==> config.mk <==
export PLATFORM = sky130hd
export DESIGN_NAME = alarm_sequencer
export DESIGN_NICKNAME = d
export VERILOG_FILES = /design/src/rtl/alarm_sequencer.sv
export SDC_FILE = /design/constraint.sdc
export NUM_CORES = 1
export LEC_CHECK = 0
export CORE_UTILIZATION = 50
export DETAILED_ROUTE_END_ITERATION = 16
export DONT_BUFFER_PORTS = 1
export GPL_TIMING_DRIVEN = 0
export PLACE_DENSITY = 0.72
export SLEW_MARGIN = 0
export SYNTH_ARGS = -nofsm -noshare
export SYNTH_HDL_FRONTEND = slang
export SYNTH_SLANG_ARGS = --single-unit
export TNS_END_PERCENT = 10
==> constraint.sdc <==
create_clock -name clk_50M -period 2.55 [get_ports clk_50M]
set_clock_uncertainty 0.1 [all_clocks]
set_input_delay 0.51 -clock clk_50M [delete_from_list [all_inputs] [get_ports clk_50M]]
set_output_delay 0.51 -clock clk_50M [all_outputs]
set_load 0.005 [all_outputs]
==> src/rtl/alarm_sequencer.sv <==
// alarm_sequencer: latched alarm compare, ring/snooze/timeout FSM and debounced stop/snooze buttons.
// Define ALARM_SNOOZE_EN to build the snooze state, snooze button path and snooze counter.
module alarm_sequencer #(
  parameter int unsigned DEBOUNCE_CYCLES = 1000000,
  parameter int unsigned RING_TIMEOUT_S  = 60,
  parameter int unsigned SNOOZE_MIN      = 5,
  parameter int unsigned MAX_SNOOZE      = 3
) (
  input  logic       clk_50M,
  input  logic       reset_all,
  input  logic       tick_1hz,
  input  logic [5:0] hours,
  input  logic [5:0] minutes,
  input  logic [5:0] seconds,
  input  logic       enable_alarm,
  input  logic       set_alarm,
  input  logic [5:0] hour_alarm,
  input  logic [5:0] minute_alarm,
  input  logic       snooze_n,
  input  logic       stop_n,
  output logic       ring,
  output logic       beep,
  output logic       load_err,
  output logic [1:0] alarm_state,
  output logic [2:0] snooze_cnt
);

  localparam int unsigned CntW = (DEBOUNCE_CYCLES > 1) ? $clog2(DEBOUNCE_CYCLES) : 1;
  localparam logic [CntW-1:0] CntMax = CntW'(DEBOUNCE_CYCLES - 1);

  typedef enum logic [1:0] {
    StIdle    = 2'b00,
    StArmed   = 2'b01,
    StRinging = 2'b10,
    StSnooze  = 2'b11
  } state_e;

`ifdef ALARM_SNOOZE_EN
  localparam int unsigned NumBtn = 2;
  logic [NumBtn-1:0] btn_raw;
  assign btn_raw = {snooze_n, stop_n};
`else
  localparam int unsigned NumBtn = 1;
  logic [NumBtn-1:0] btn_raw;
  logic [7:0]        unused_snooze;
  assign btn_raw       = stop_n;
  assign unused_snooze = {snooze_n, 7'(SNOOZE_MIN + MAX_SNOOZE)};
`endif

  logic [NumBtn-1:0] press;

  // Debounced level flips only after CntMax+1 consecutive disagreeing samples.
  for (genvar i = 0; i < NumBtn; i++) begin : g_btn
    logic            sync1_q, sync2_q, level_q;
    logic [CntW-1:0] cnt_q;

    always_ff @(posedge clk_50M or posedge reset_all) begin
      if (reset_all) begin
        sync1_q <= 1'b1;
        sync2_q <= 1'b1;
        level_q <= 1'b1;
        cnt_q   <= '0;
      end else begin
        sync1_q <= btn_raw[i];
        sync2_q <= sync1_q;
        if (sync2_q == level_q) begin
          cnt_q <= '0;
        end else if (cnt_q == CntMax) begin
          level_q <= sync2_q;
          cnt_q   <= '0;
        end else begin
          cnt_q <= cnt_q + CntW'(1);
        end
      end
    end

    assign press[i] = level_q & ~sync2_q & (cnt_q == CntMax);
  end

  logic stop_ev;
  assign stop_ev = press[0];

  state_e     state_q, state_d;
  logic       beep_q, beep_d;
  logic       load_err_q;
  logic [2:0] snz_cnt_q, snz_cnt_d;
  logic [7:0] timer_q, timer_d;
  logic [5:0] alm_h_q, alm_m_q;
  logic       load_ok, at_zero, match_alarm;

  assign load_ok     = (hour_alarm <= 6'd23) && (minute_alarm <= 6'd59);
  assign at_zero     = tick_1hz && (seconds == 6'd0);
  assign match_alarm = at_zero && (hours == alm_h_q) && (minutes == alm_m_q);

`ifdef ALARM_SNOOZE_EN
  logic       snooze_ev, match_tgt, carry;
  logic [5:0] tgt_h_q, tgt_m_q, tgt_h_d, tgt_m_d, nxt_h, nxt_m, hour_inc;
  logic [6:0] min_sum;

  assign snooze_ev = press[1];
  assign match_tgt = at_zero && (hours == tgt_h_q) && (minutes == tgt_m_q);
  assign min_sum   = {1'b0, minutes} + 7'(SNOOZE_MIN);
  assign carry     = (min_sum >= 7'd60);
  assign nxt_m     = carry ? 6'(min_sum - 7'd60) : min_sum[5:0];
  assign hour_inc  = hours + {5'd0, carry};
  assign nxt_h     = (hour_inc >= 6'd24) ? 6'd0 : hour_inc;
`endif

  always_comb begin
    state_d   = state_q;
    beep_d    = beep_q;
    timer_d   = timer_q;
    snz_cnt_d = snz_cnt_q;
`ifdef ALARM_SNOOZE_EN
    tgt_h_d   = tgt_h_q;
    tgt_m_d   = tgt_m_q;
`endif
    if (!enable_alarm) begin
      state_d   = StIdle;
      beep_d    = 1'b0;
      snz_cnt_d = '0;
    end else if (set_alarm && load_ok && (state_q == StRinging || state_q == StSnooze)) begin
      state_d   = StArmed;
      beep_d    = 1'b0;
      snz_cnt_d = '0;
    end else begin
      unique case (state_q)
        StIdle: state_d = StArmed;
        StArmed: begin
          if (match_alarm) begin
            state_d = StRinging;
            timer_d = 8'(RING_TIMEOUT_S);
            beep_d  = 1'b1;
          end
        end
        StRinging: begin
          if (stop_ev) begin
            state_d   = StArmed;
            beep_d    = 1'b0;
            snz_cnt_d = '0;
          end
`ifdef ALARM_SNOOZE_EN
          else if (snooze_ev && (snz_cnt_q < 3'(MAX_SNOOZE))) begin
            state_d   = StSnooze;
            beep_d    = 1'b0;
            snz_cnt_d = snz_cnt_q + 3'd1;
            tgt_h_d   = nxt_h;
            tgt_m_d   = nxt_m;
          end
`endif
          else if (tick_1hz) begin
            if (timer_q <= 8'd1) begin
              state_d   = StArmed;
              beep_d    = 1'b0;
              snz_cnt_d = '0;
            end else begin
              timer_d = timer_q - 8'd1;
              beep_d  = ~beep_q;
            end
          end
        end
`ifdef ALARM_SNOOZE_EN
        StSnooze: begin
          if (stop_ev) begin
            state_d   = StArmed;
            snz_cnt_d = '0;
          end else if (match_tgt) begin
            state_d = StRinging;
            timer_d = 8'(RING_TIMEOUT_S);
            beep_d  = 1'b1;
          end
        end
`endif
        default: state_d = StIdle;
      endcase
    end
  end

  always_ff @(posedge clk_50M or posedge reset_all) begin
    if (reset_all) begin
      state_q    <= StIdle;
      beep_q     <= 1'b0;
      load_err_q <= 1'b0;
      snz_cnt_q  <= '0;
      timer_q    <= '0;
      alm_h_q    <= '0;
      alm_m_q    <= '0;
    end else begin
      state_q    <= state_d;
      beep_q     <= beep_d;
      load_err_q <= set_alarm & ~load_ok;
      snz_cnt_q  <= snz_cnt_d;
      timer_q    <= timer_d;
      if (set_alarm && load_ok) begin
        alm_h_q <= hour_alarm;
        alm_m_q <= minute_alarm;
      end
    end
  end

`ifdef ALARM_SNOOZE_EN
  always_ff @(posedge clk_50M or posedge reset_all) begin
    if (reset_all) begin
      tgt_h_q <= '0;
      tgt_m_q <= '0;
    end else begin
      tgt_h_q <= tgt_h_d;
      tgt_m_q <= tgt_m_d;
    end
  end
`endif

  assign ring        = (state_q == StRinging);
  assign beep        = beep_q;
  assign load_err    = load_err_q;
  assign alarm_state = state_q;
  assign snooze_cnt  = snz_cnt_q;

endmodule

==> out/qor.csv, run 1 <==
stage,metric,value,unit
outcome,outcome,completed,
detailed_routing,drtIter0Drc,161,
clock_tree,cts_resized,0,
logic_synthesis,muxShareOfSynthArea,5.60,%
layout,n_antenna_cell,0,
worst_setup_path,max_stage_delay,0.48,ns
timing,setup_viol,0,
timing,worstMarginPinSlew,0.587,ns
timing,fmax,0.436,GHz
timing,hold-worst-slack,0.114,ns
detailed_routing,drc,0,
logic_synthesis,async_flop_share,100,%
layout,areaGrowthSynthToFinish,8.47,%
timing,slew_headroom,60.5,%
die,die-area,5520,sq um
layout,drive_gt1_share,15.9,%
logic_synthesis,synth_ff_type,dfrtp_1,
clock_tree,cts.clk_slew.worst_paths,0.09,ns
global_route,grt_pass1_vias,1866,
die,num_rows,25,
logic_synthesis,synth_top_family_by_area,simple AND/OR/NAND/NOR gates,
logic_synthesis,synthAdderAreaFrac,1.91,%
global_route,grtUsageTotal,19.7,%
pwr,power_density,517,nW/um^2
global_route,antenna_found_initial,0,
die,fp.dieW,74.3,um
clock_tree,clock_path_buffers,2,
timing,fin_setup_tns,0,ns
logic_synthesis,synthCells,259,
logic_synthesis,synth_edf_count,0,
detailed_routing,drt_wl_total,5070,um
placed_design,gp_congestion,0.846,
layout,regArea,1180,sq um
detailed_routing,post_drt_wl_per_cell,15.0,um
global_route,grt_max_degree,34,
pwr,max-vdd-ir-drop,583,uV
clock_tree,ctsHoldBuffers,1,
logic_synthesis,synth_compound_area_share,10.1,%
layout,final_cell_mix,"dfrtp_1 (44), nor2_1 (35), xnor2_1 (22), nand4_1 (14)",
worst_setup_path,cp_max_fo,8,
global_route,grt-ovfl-total,0,
worst_setup_path,path_buf_inv,1,
timing,finalCritPeriodShare,89.9,%
die,dieHeight,74.3,um
placed_design,dp_hpwl,3790,um
layout,multi_input_area,1350,sq um
logic_synthesis,netlist_area,2620,sq um
worst_setup_path,crit_arrival,2.36,ns
layout,final_util,58.1,%
timing,slew_violations,0,
worst_setup_path,cp_cell_sequence,inv_1 > ha_1 > nor2_1 > nand4b_1 > nand4_1 > o41ai_1 > o31ai_1,
die,io_pins,45,
logic_synthesis,yosysWarnings,0,
worst_setup_path,startpoint_type,flip-flop,
worst_setup_path,worst_ep_required_time,2.61,ns
logic_synthesis,yosysUniqueCellTypes,52,
logic_synthesis,ys_ff_latch,47,
timing,period_minus_slack,2.29,ns
timing,hold_viol,0,
run,max_cap_violations,0,
die,core_region_area,4880,sq um
logic_synthesis,yosys.area_share.simple,23.5,%
global_route,grt_pass1_wl,8340,um
logic_synthesis,synth-seq-area-share,45.1,%
detailed_routing,avgViaCountPerCell,5.78,
worst_setup_path,critPathTopFamily,simple AND/OR/NAND/NOR gates,
worst_setup_path,endpoint_kind,flip-flop,
pwr,report.power.total,0.00147,W
detailed_routing,firstDrtPassIters,4,
clock_tree,cts_setup_buffers,0,
clock_tree,htree_levels,2,
die,initial_utilization,53.6,%
worst_setup_path,worstSetupPathType,reg2reg,
timing,grt_setup_unrepaired,no,
detailed_routing,drtAntennaViolNets,0,
pwr,p_leak,1.12,nW
worst_setup_path,slowest_stage,dfrtp_1,
placed_design,io_buffers,0,
clock_tree,clkLatencyLatePin,0.29,ns
layout,fillers,452,
logic_synthesis,postSynthAreaPerCell,10.1,sq um
clock_tree,cts_tree,done,
layout,final_nets,311,
layout,layout_commonest_cell,dfrtp_1,
detailed_routing,vias,1954,
clock_tree,cts_num_sinks,47,
logic_synthesis,synthXorXnorAreaFrac,10.0,%
clock_tree,cts_root_buf,clkbuf_8,
hold_path,hp-class,in2reg,
clock_tree,cts_made_buffers,5,
-- through the flow --
| stage | std cells | worst slack, ns | instance area, sq um |
|---|---|---|---|
| detailed placement | 329 | 0.337 | 2730 |
| finish | 338 | 0.259 | 2840 |
| global placement | 328 | 0.321 | 2710 |
| global route | 338 | 0.0749 | 2840 |
| CTS | 338 | 0.314 | 2840 |
| floorplan | 261 | 0.565 | 2620 |
-- metal layers --
metal  share of wire, %  routed length [um]  GRT usage (%)  vias to the layer above
met2                 47                2390           30.4                       54
met1                 47                2410           28.2                      942
li1                   -                   -              -                      954
met3                4.7                 240           4.47                        4
met5                  0                   0              0                        -
met4               0.67                  34           5.45                        0
-- layout make-up --
| class | instances | area share (%) |
|---|---|---|
| Inverter | 9 | 1.19 |
| Clock buffer | 8 | 3.53 |
| Tap cell | 67 | 2.96 |
| Sequential cell | 47 | 41.6 |
| Buffer | 9 | 2.03 |
| Timing Repair Buffer | 2 | 1.06 |
| Multi-Input combinational cell | 196 | 47.6 |
-- flip-flops by register name, indices dropped and copies added (netlist names) --
| register | count |
|---|---|
| load_err | 1 |
| timer_q | 8 |
| g_btn.sync2_q | 1 |
| alarm_state | 2 |
| alm_m_q | 6 |
| beep | 1 |
| g_btn.cnt_q | 20 |
| g_btn.sync1_q | 1 |
| alm_h_q | 6 |
| g_btn.level_q | 1 |
-- worst paths after layout --
kind                                        from            endpoint  slack [ns]  cells past startpoint
worst min register to register  g_btn[0].sync1_q    g_btn[0].sync2_q        0.27                      0
max in group asynchronous              reset_all    g_btn[0].sync2_q        1.28                      3
worst max register to register        timer_q[0]          timer_q[4]        0.26                      7
worst max-delay path                  timer_q[0]          timer_q[4]        0.26                      7
min in group asynchronous              reset_all  g_btn[0].cnt_q[11]        0.53                      2
worst min-delay path                      stop_n    g_btn[0].sync1_q        0.11                      0
-- synth_stat cells, types with 6 or more instances --
library cell  instances  area, sq um
nand4_1              14         87.6
mux2_2               12          135
nand3_1              11         55.1
o31ai_1               6         45.0
inv_1                 8         30.0
a31oi_1               7         43.8
nor2_1               35          131
xor2_1                8         70.1
nand2_1              12         45.0
xnor2_1              22          193
dfrtp_1              44         1100
-- logic make-up (layout without fill, tap and decap cells) --
logic type | count (synthesis) | after routing
compound gates | 38 | 38
fa+ha+maj | 4 | 4
simple gates | 108 | 108
mux | 13 | 13
xor+xnor | 30 | 30
other cells | 1 | 3
flops | 47 | 47
buf+inv | 18 | 28
-- power breakdown --
| group | switching (W) | total (W) | leakage (nW) | internal [W] |
|---|---|---|---|---|
| Sequential | 0.0000325 | 0.000822 | 0.609 | 0.000790 |
| Clock | 0.000242 | 0.000490 | 0.0515 | 0.000248 |
| Combinational | 0.0000747 | 0.000156 | 0.464 | 0.0000812 |
| Total | 0.000349 | 0.00147 | 1.12 | 0.00112 |
Note: power is estimated with default switching activity, not from simulation.
==> inputs of run 2 (changes only) <==
--- a/config.mk
+++ b/config.mk
@@ -10,7 +10,6 @@
 export DONT_BUFFER_PORTS = 1
 export GPL_TIMING_DRIVEN = 0
 export PLACE_DENSITY = 0.72
-export SLEW_MARGIN = 0
 export SYNTH_ARGS = -nofsm -noshare
 export SYNTH_HDL_FRONTEND = slang
 export SYNTH_SLANG_ARGS = --single-unit
==> results of run 2 <==
Final layout, timing and power as in run 1 (identical DEF).
==> inputs of run 3 (changes only) <==
==> constraint.sdc (replaced) <==
create_clock -name clk_50M -period 2.8 [get_ports clk_50M]
set_clock_uncertainty 0.1 [all_clocks]
set_input_delay 0.56 -clock clk_50M [delete_from_list [all_inputs] [get_ports clk_50M]]
set_output_delay 0.56 -clock clk_50M [all_outputs]
set_load 0.005 [all_outputs]
==> out/qor.csv, run 3 (synthesis gave the netlist of run 1 again) <==
stage,metric,value,unit
placed_design,place_ws,0.567,ns
timing,setup_viol,0,
timing,slew_headroom,60.0,%
die,core_region_area,4880,sq um
placed_design,gp_congestion,0.846,
detailed_routing,drtIter0Drc,134,
timing,slew_violations,0,
pwr,max-vdd-ir-drop,530,uV
timing,grt_setup_unrepaired,no,
detailed_routing,vias,1948,
die,io_pins,45,
timing,worstMarginPinSlew,0.594,ns
timing,fin_setup_tns,0,ns
detailed_routing,firstDrtPassIters,4,
placed_design,dp_hpwl,3790,um
global_route,grt_pass1_vias,1866,
layout,regMostFlops,g_btn.cnt_q,
clock_tree,clock_path_buffers,2,
worst_setup_path,worst_ep_required_time,2.86,ns
layout,fillers,454,
worst_setup_path,endpoint_kind,flip-flop,
worst_setup_path,crit_arrival,2.36,ns
layout,layout_commonest_cell,dfrtp_1,
timing,fmax,0.436,GHz
clock_tree,cts_num_sinks,47,
layout,final_nets,310,
global_route,antenna_found_initial,0,
clock_tree,htree_levels,2,
die,fp.dieW,74.3,um
run,max_cap_violations,0,
die,dieHeight,74.3,um
layout,largest_reg_flops,20,
clock_tree,cts_root_buf,clkbuf_8,
pwr,power_density,472,nW/um^2
global_route,grt_pass1_wl,8340,um
worst_setup_path,worstSetupPathType,reg2reg,
layout,n_antenna_cell,0,
clock_tree,clkLatencyLatePin,0.29,ns
clock_tree,cts_resized,0,
die,initial_utilization,53.6,%
clock_tree,cts_made_buffers,5,
detailed_routing,drtAntennaViolNets,0,
clock_tree,cts_setup_buffers,0,
global_route,grt_max_degree,34,
layout,regArea,1180,sq um
die,die-area,5520,sq um
timing,finalCritPeriodShare,81.9,%
layout,areaGrowthSynthToFinish,8.09,%
detailed_routing,drc,0,
outcome,outcome,completed,
hold_path,hp-class,in2async,
pwr,p_leak,1.12,nW
global_route,grt-ovfl-total,0,
detailed_routing,post_drt_wl_per_cell,15.1,um
clock_tree,cts.clk_slew.worst_paths,0.09,ns
global_route,grtUsageTotal,19.7,%
detailed_routing,avgViaCountPerCell,5.78,
clock_tree,cts_tree,done,
layout,reg.largest.list,"g_btn.cnt_q (20), timer_q (8)",
die,num_rows,25,
layout,multi_input_area,1350,sq um
worst_setup_path,startpoint_type,flip-flop,
timing,period_minus_slack,2.29,ns
timing,hold_viol,0,
detailed_routing,drt_wl_total,5100,um
clock_tree,ctsHoldBuffers,0,
worst_setup_path,cp_max_fo,8,
placed_design,io_buffers,0,
layout,drive_gt1_share,15.9,%
layout,final_cell_mix,"dfrtp_1 (44), nor2_1 (35), xnor2_1 (22), nand4_1 (14)",
timing,final.setup.worst_slack,0.507,ns
==> run 3: per-stage QoR <==
step | utilization [%] | hold WS (ns) | total power, W | cells | area (sq um)
final | 57.9 | 0.00300 | 0.00133 | 337 | 2830
after global routing | 57.9 | 0.0191 | 0.00139 | 337 | 2830
after CTS | 57.9 | 0.0120 | 0.00134 | 337 | 2830
after detailed placement | 55.9 | 0.252 | 0.000904 | 329 | 2730
after global placement | 55.5 | 0.248 | 0.000895 | 328 | 2710
after floorplan | - | 0.245 | 0.000872 | 261 | 2620
==> run 3: final cells by class <==
type                    instances  area share [%]
plain buffers                   9            2.04
repair buffers                  1           0.708
flip-flops and latches         47            41.7
multi-input cells             196            47.8
clock buffers                   8            3.54
well taps                      67            2.97
inverters                       9            1.20
==> run 3: final timing paths <==
path | start | end | slack (ns) | cells after the start
setup / recovery | timer_q[0] | timer_q[4] | 0.51 | 7
hold / removal | reset_all | g_btn[0].cnt_q[11] | 0.003 | 1
setup reg to reg | timer_q[0] | timer_q[4] | 0.51 | 7
hold reg to reg | g_btn[0].sync1_q | g_btn[0].sync2_q | 0.27 | 0
max in group asynchronous | reset_all | g_btn[0].sync2_q | 2.06 | 2
min in group clk_50M | stop_n | g_btn[0].sync1_q | 0.16 | 0
==> run 3: metal layers <==
layer  track usage, %  share of wire (%)  vias up
met2             30.4                 47       65
met1             28.2                 47      926
li1                 -                  -      953
met4             5.45               0.67        0
met3             4.47                5.3        4
met5                0                  0        -
==> run 3: worst max-delay path, stage by stage (launching register included) <==
cell and delay (ns):
dfrtp_1 0.48, inv_1 0.07, ha_1 0.28, nor2_1 0.26, nand4b_1 0.34, nand4_1 0.19
o41ai_1 0.31, o31ai_1 0.13
==> run 3: power by group <==
| part | switching, W | internal (W) | total [W] |
|---|---|---|---|
| logic | 0.0000677 | 0.0000730 | 0.000141 |
| clock network | 0.000219 | 0.000226 | 0.000445 |
| registers | 0.0000297 | 0.000719 | 0.000749 |
